`config.mk`:
```
export PLATFORM = sky130hd
export DESIGN_NAME = reg_file_wb
export DESIGN_NICKNAME = d
export VERILOG_FILES = /design/src/rtl/mips_pkg.sv /design/src/rtl/wb_mux.sv /design/src/rtl/reg_file_wb.sv
export SDC_FILE = /design/constraint.sdc
export NUM_CORES = 2
export LEC_CHECK = 0
export CORE_MARGIN = 10
export CORE_UTILIZATION = 40
export DETAILED_ROUTE_END_ITERATION = 7
export HOLD_SLACK_MARGIN = 0.06
export PLACE_DENSITY_LB_ADDON = 0.25
export SLEW_MARGIN = 20
export SYNTH_ARGS = -nofsm -noshare
export SYNTH_HDL_FRONTEND = slang
export SYNTH_SLANG_ARGS = --single-unit
```
`constraint.sdc`:
```
create_clock -name clk -period 37.8 [get_ports clk]
set_input_delay 9.45 -clock clk [delete_from_list [all_inputs] [get_ports clk]]
set_output_delay 9.45 -clock clk [all_outputs]
set_load 0.01 [all_outputs]
```
`src/rtl/mips_pkg.sv`:
```
// ============================================================================
// Module  : mips_pkg
// Purpose : Definitions shared by the single-cycle MIPS datapath blocks:
//           default widths, architectural register indices and the ALU
//           control encoding used by both the decoder and the ALU.
// Ports   : none (package)
// Rev     : 1.0  initial release
// ============================================================================
`default_nettype none

package mips_pkg;

    localparam int MIPS_DATA_W = 32;
    localparam int MIPS_ADDR_W = 5;

    localparam logic [4:0] REG_ZERO = 5'd0;
    localparam logic [4:0] REG_SP   = 5'd29;

    typedef enum logic [2:0] {
        ALU_AND = 3'b000,
        ALU_OR  = 3'b001,
        ALU_ADD = 3'b010,
        ALU_SUB = 3'b011,
        ALU_SLT = 3'b100
    } alu_ctrl_e;

endpackage

`default_nettype wire

```
`src/rtl/wb_mux.sv`:
```
// ============================================================================
// Module  : wb_mux
// Purpose : Write-back selection. Chooses the destination register index
//           (rd for R-type, rt for I-type) and the write data (memory load
//           data or ALU result). Purely combinational.
// Ports   : reg_dst, memtoreg       - decoder selects
//           rt_addr, rd_addr        - candidate destination indices
//           alu_result, mem_rdata   - candidate write data
//           waddr, wdata            - selected destination and data
// Rev     : 1.0  initial release
// ============================================================================
`default_nettype none

module wb_mux #(
    parameter int DATA_W = 32,
    parameter int ADDR_W = 5
) (
    input  logic              reg_dst,
    input  logic              memtoreg,
    input  logic [ADDR_W-1:0] rt_addr,
    input  logic [ADDR_W-1:0] rd_addr,
    input  logic [DATA_W-1:0] alu_result,
    input  logic [DATA_W-1:0] mem_rdata,
    output logic [ADDR_W-1:0] waddr,
    output logic [DATA_W-1:0] wdata
);

    assign waddr = reg_dst  ? rd_addr   : rt_addr;
    assign wdata = memtoreg ? mem_rdata : alu_result;

endmodule

`default_nettype wire

```
`src/rtl/reg_file_wb.sv`:
```
// ============================================================================
// Module  : reg_file_wb
// Purpose : Register file plus write-back stage of the single-cycle MIPS
//           datapath. Two combinational operand read ports, one debug read
//           port, one write port committed on the rising clock edge, and a
//           saturating count of committed writes.
// Ports   : clk, rst (async, active high), hold (freeze commits)
//           rs_addr, rt_addr, rd_addr  - instruction register fields
//           reg_write, reg_dst, memtoreg - decoder controls
//           alu_result, mem_rdata      - write-back data sources
//           rs_data, rt_data           - operand reads
//           dbg_addr / dbg_data        - debug read port
//           wr_count                   - committed-write counter
//           trace_valid/addr/data      - commit trace (RF_WR_TRACE_EN only)
// Config  : define RF_WR_TRACE_EN to add the registered commit-trace outputs.
// Rev     : 1.0  initial release
// ============================================================================
`default_nettype none

module reg_file_wb
    import mips_pkg::*;
#(
    parameter int                DATA_W   = MIPS_DATA_W,
    parameter int                ADDR_W   = MIPS_ADDR_W,
    parameter logic [DATA_W-1:0] SP_RESET = '0,
    parameter int                CNT_W    = 32
) (
    input  logic              clk,
    input  logic              rst,
    input  logic              hold,
    input  logic [ADDR_W-1:0] rs_addr,
    input  logic [ADDR_W-1:0] rt_addr,
    input  logic [ADDR_W-1:0] rd_addr,
    input  logic              reg_write,
    input  logic              reg_dst,
    input  logic              memtoreg,
    input  logic [DATA_W-1:0] alu_result,
    input  logic [DATA_W-1:0] mem_rdata,
    output logic [DATA_W-1:0] rs_data,
    output logic [DATA_W-1:0] rt_data,
    input  logic [ADDR_W-1:0] dbg_addr,
    output logic [DATA_W-1:0] dbg_data,
    output logic [CNT_W-1:0]  wr_count
`ifdef RF_WR_TRACE_EN
    ,
    output logic              trace_valid,
    output logic [ADDR_W-1:0] trace_addr,
    output logic [DATA_W-1:0] trace_data
`endif
);

    localparam int                NUM_REGS = 2**ADDR_W;
    localparam logic [ADDR_W-1:0] ZERO_IDX = ADDR_W'(REG_ZERO);
    localparam int                SP_IDX   = int'(REG_SP);

    logic [DATA_W-1:0] regs [NUM_REGS];
    logic [ADDR_W-1:0] waddr;
    logic [DATA_W-1:0] wdata;
    logic              we_eff;

    wb_mux #(
        .DATA_W (DATA_W),
        .ADDR_W (ADDR_W)
    ) u_wb_mux (
        .reg_dst    (reg_dst),
        .memtoreg   (memtoreg),
        .rt_addr    (rt_addr),
        .rd_addr    (rd_addr),
        .alu_result (alu_result),
        .mem_rdata  (mem_rdata),
        .waddr      (waddr),
        .wdata      (wdata)
    );

    // Writes to $0 are dropped here, so they neither change state nor count.
    assign we_eff = reg_write & ~hold & (waddr != ZERO_IDX);

    // Entry 0 is reset to zero and never written; the read ports also force
    // index 0 to zero so $0 is hardwired regardless of array contents.
    always_ff @(posedge clk or posedge rst) begin
        if (rst) begin
            for (int i = 0; i < NUM_REGS; i++) begin
                regs[i] <= (i == SP_IDX) ? SP_RESET : '0;
            end
        end else if (we_eff) begin
            regs[waddr] <= wdata;
        end
    end

    // Saturating commit counter: holds at all-ones instead of wrapping.
    always_ff @(posedge clk or posedge rst) begin
        if (rst) begin
            wr_count <= '0;
        end else if (we_eff && (wr_count != {CNT_W{1'b1}})) begin
            wr_count <= wr_count + 1'b1;
        end
    end

    // Reads come straight from the array with no bypass: a same-cycle read
    // of the destination sees the old value. Forwarding wdata here would
    // form a combinational loop through the ALU in the single-cycle path.
    assign rs_data  = (rs_addr  == ZERO_IDX) ? '0 : regs[rs_addr];
    assign rt_data  = (rt_addr  == ZERO_IDX) ? '0 : regs[rt_addr];
    assign dbg_data = (dbg_addr == ZERO_IDX) ? '0 : regs[dbg_addr];

`ifdef RF_WR_TRACE_EN
    // One-cycle record of the commit performed on the previous edge.
    always_ff @(posedge clk or posedge rst) begin
        if (rst) begin
            trace_valid <= 1'b0;
            trace_addr  <= '0;
            trace_data  <= '0;
        end else begin
            trace_valid <= we_eff;
            if (we_eff) begin
                trace_addr <= waddr;
                trace_data <= wdata;
            end
        end
    end
`endif

endmodule

`default_nettype wire

```
# Word level (Yosys, flattened, before mapping)
# Index checks and enable logic that the tools add are counted.
# op_classes
n_addsub	1
n_mul	0
div_mod_pow	0
magnitude_cmp	5
n_eq_ne	1
shifts	0
n_mux	17
bitwise_logic	7
n_reduce_logical	6
# ops
operator	n
$bwmux W1024	1
$bmux W32 S5	3
$mux W32	11
$demux W32 S5	1
$add A32 B1 Y32 const B	1
$ne A32 B32 Y1 const B	1
$ge A6 B6 Y1 const B	4
$not A5 Y6	4
$logic_not A5 Y1	3
$lt A6 B1 Y1 const B	1
$mux W5	1
$reduce_bool A5 Y1	1
$and A1 B1 Y1	2
$logic_and A1 B1 Y1	2
$not A1 Y1	1
# totals
regBits	1056
latch_bits	0
ram_bits	0
rom_bits	0
in_bits	90
out_inout_bits	128
elab_cells	70
memories	0

# Depth between registers and ports, before layout
# depth
depth_word	7
mapped_depth	10
mapped_depth_nobuf	5

# Modules after synthesis
# Synthesis repeated with hierarchy kept, for this count alone.
# hier_totals
hier_cells	4399
area_unflattened_um2	63752.4
# by_module_without_submodules
module	instances	cells_each	area_per_inst_um2	seq_area_each_um2
reg_file_wb	1	4358	63151.8	26425.3
wb_mux	1	41	600.6	0.0

# Least setup slack after synthesis
# OpenSTA, ideal clock, no wires.
# synth_path
path_kind	input to output
from	in rs_addr[0]
to	out rs_data[0]
t_arrival_ns	11.194
required_ns	28.350
setup_slack_ns	17.156
path_stages	8
n_path_buf	5
cell_sequence	buf_2 > buf_6 > buf_6 > buf_2 > buf_4 > nand2_2 > o22ai_1 > a2111oi_0
# synth_between
elab_chain_cells	5
word_cells_on_any_way	6
cone_classes	mux: 4; bitwise: 1; reduce/logical: 1
# synth_lines
element	line_no	text
from (decl)	reg_file_wb.sv:31	input logic [ADDR_W-1:0] rs_addr,
$not A5 Y6 (not written as such)	reg_file_wb.sv:102	assign rs_data = (rs_addr == ZERO_IDX) ? '0 : regs[rs_addr];
$bmux W32 S5	reg_file_wb.sv:102	
$mux W32 (not written as such) (2 in a row)	reg_file_wb.sv:102	
$mux W32 *	reg_file_wb.sv:102	
to (decl)	reg_file_wb.sv:39	output logic [DATA_W-1:0] rs_data,
# Every way passes the cells marked *; elsewhere a longest branch is shown, timed or not. The select of a mux whose other input is x is not followed.

# Worst setup path in the final report
# layout_path
from	in rt_addr[0]
to	out rt_data[7]
# layout_between
elab_chain_cells	5
word_cells_on_any_way	6
cone_classes	mux: 4; bitwise: 1; reduce/logical: 1
# layout_lines
element	line_no	text
from (decl)	reg_file_wb.sv:32	input logic [ADDR_W-1:0] rt_addr,
$not A5 Y6 (not written as such)	reg_file_wb.sv:103	assign rt_data = (rt_addr == ZERO_IDX) ? '0 : regs[rt_addr];
$bmux W32 S5	reg_file_wb.sv:103	
$mux W32 (not written as such) (2 in a row)	reg_file_wb.sv:103	
$mux W32 *	reg_file_wb.sv:103	
to (decl)	reg_file_wb.sv:40	output logic [DATA_W-1:0] rt_data,
# Marks and branches as above.

==> qor.yml <==
synth:
  synth.most_common_cell: "dfrtp_1"
  yosys_warnings: 0
  ys_seq_area_frac: 0.420
  synth_area_leaders: "dfrtp_1, mux4_2, a21oi_1, nor2_1, o21ai_0"
  ys_ff_latch: 1056
  syn_avg_cell_area_um2: 11.4
  synth_nets: 5621
  async_reset_ff_frac: 1.00
  synthCells: 5530
  synthTopCellsByCount: "dfrtp_1, mux4_2, nor2_1, a21oi_1, nand2_1"
  synth_cell_types: 60
  synth_flop_cell: "dfrtp_1"
  synth_top_area_frac: 0.420
  yosysTopAreaCell: "dfrtp_1"
  synth.cell_area_um2: 63000
  synth_edf_count: 0
timing:
  max_clock_freq_mhz: 42.6
  period_needed_ns: 23.46
  rsz0062_at_grt: "false"
  max-slew-margin-rel: 0.165
  slew_viol_final: 0
  finalClockSkew_ns: 0.0262
  final.setup.worst_slack_ns: 14.34
  fin_setup_tns_ns: 0
  final-hold-violation-count: 0
  worstMarginPinSlew_ns: 1.25
  setup_viol: 0
  fin_crit_sh: 0.621
power_and_ir_drop:
  power_frac_seq: 0.415
  ir_drop_v: 0.0000423
  internal-power_mw: 2.60
  clock_power_share: 0.340
  swShare: 0.313
  power_leakage_nw: 28.6
  power_mw: 3.78
  p_comb_frac: 0.245
  power_switching_mw: 1.18
  power_density_nw_per_um2: 53.3
grt:
  grt_antenna_before_repair: 7
  globalRouteOverflowTotal: 0
  grt_max_degree: 148
  grt_use_total: 0.279
  grt_pass1_wl_um: 357000
  grt_pass1_vias: 49240
clocking:
  clockBufferDepth: 3
  htreeDepth: 3
  cts_tree: "yes"
  cts_made_buffers: 117
  cts-root-buf: "clkbuf_16"
  clkTransAtPathRegs_ns: 0.06
  cts_resized: 0
  cts_sinks: 1056
  post_cts_buffers: 0
  clock_latency_ns: 0.78
  hold_buffers: 0
finish:
  fin_cells: 7545
  final_nets: 5475
  area_delta_synth_final_pct: 12.4
  fin_area_um2: 70800
  ff_latch_area_um2: 26400
  multiInputGateArea_um2: 33900
  fillers: 14450
  layout-drive-gt1-share: 0.241
die:
  start_util: 0.403
  fp.dieW_um: 417
  core_area_um2: 156000
  rows: 145
  io_pins: 218
  dieArea_um2: 174000
  die_height_um: 417
routing:
  drt_iter0_drc: 6867
  wl_um: 248000
  ant_nets: 0
  drt_first_pass_iters: 6
  wire_per_inst_um: 32.8
  vias: 49643
  drc: 0
  via_per_inst: 6.58
worst_setup_path:
  end_kind: "output pin"
  cp-start-kind: "input pin"
  cp_cell_sequence: "buf_8 -> buf_4 -> and2_1 -> a22oi_1 -> a311oi_1 -> nor3_1 -> clkdlybuf4s50_1"
  crit_required_ns: 28.35
  worstSetupPathType: "input pin to output pin"
  arrival_ns: 14.01
  path_max_fanout: 67
  max_stage_delay_ns: 1.08
  cpMaxStageDelayCell: "and2_1"
run:
  drv_cap: 0
placement:
  place_area_um2: 66300
  dp.cells: 7317
  gp_congestion: 0.869
  place_ws_ns: 14.55
  dp_hpwl_um: 144000
  numPortBuffers: 217
min_path:
  holdCritPathClass: "register to register"
status:
  run_status: "completed"
metrics by stage:
step,utilization,hold WS (ns)
after floorplan,-,0.458
after global placement,0.424,0.399
after detailed placement,0.424,0.402
after CTS,0.452,0.417
after global routing,0.453,0.430
final,0.453,0.415
worst max-delay path: cells and delay by family:
| family | cells | cell delay (ns) |
|---|---|---|
| compound gates | 2 | 1.16 |
| simple gates | 2 | 1.37 |
| buf+inv | 3 | 1.93 |
kinds of logic (layout without fill, tap and decap cells):
group | count (synthesis) | after routing | share of synthesized area
AND/OR/NAND/NOR | 1379 | 1379 | 0.0937
adder cells (fa/ha/maj) | 1 | 1 | 0.000199
buffers and inverters | 644 | 600 | 0.0515
flip-flops | 1056 | 1056 | 0.420
XOR/XNOR | 31 | 31 | 0.00431
multiplexers | 922 | 922 | 0.287
AO/OA/AOI/OAI | 1497 | 1497 | 0.144
other | 0 | 1 | 0
placed cells by master (no fill, tap or decap), types with 47 or more instances in the layout:
| cell type | count |
|---|---|
| clkdlybuf4s50_1 | 201 |
| a21oi_1 | 534 |
| mux4_2 | 705 |
| buf_4 | 142 |
| nand3_1 | 47 |
| dfrtp_1 | 1056 |
| clkbuf_16 | 119 |
| a21oi_2 | 114 |
| a22oi_1 | 149 |
| o21ai_0 | 397 |
| and3_1 | 73 |
| a211oi_1 | 84 |
| nand2_1 | 518 |
| nor2_1 | 590 |
| a22o_1 | 56 |
| mux2i_1 | 163 |
path summary, 6_finish.rpt:
check,start,to,slack (ns),depth (start not counted)
max,rt_addr[0],rt_data[7],14.34,7
min in group asynchronous,rst,regs[763],9.23,2
min,regs[1017],regs[1017],0.42,0
min reg2reg,regs[1017],regs[1017],0.42,0
max in group asynchronous,rst,regs[34],24.63,6
max reg2reg,wr_count[19],wr_count[1],35.50,5
power by group through the flow:
stage | sequential [mW] | combinational [mW] | clock (mW)
after floorplan | 1.51 | 0.671 | 0
after global placement | 1.56 | 0.903 | 0
after detailed placement | 1.58 | 0.917 | 0
after CTS | 1.56 | 0.919 | 1.30
after global routing | 1.60 | 0.996 | 1.34
final | 1.57 | 0.924 | 1.28
sequential cells by signal, summed over array words and instances, names as in the netlist:
register  cells
regs       1024
wr_count     32
layout make-up:
type	count	share of cell area
Clock inverter	61	0.0124
Tap cell	2058	0.0364
Clock buffer	160	0.0483
Inverter	5	0.000318
Timing Repair Buffer	374	0.0503
Antenna cell	1	0.0000353
Sequential cell	1056	0.373
Multi-Input combinational cell	3830	0.479
per-layer routing:
layer | global-route usage | share of wire
met1 | 0.361 | 0.38
met5 | 0 | 0.00011
met4 | 0.156 | 0.067
met2 | 0.436 | 0.46
met3 | 0.0613 | 0.10
(Power assumes the default switching activity.)
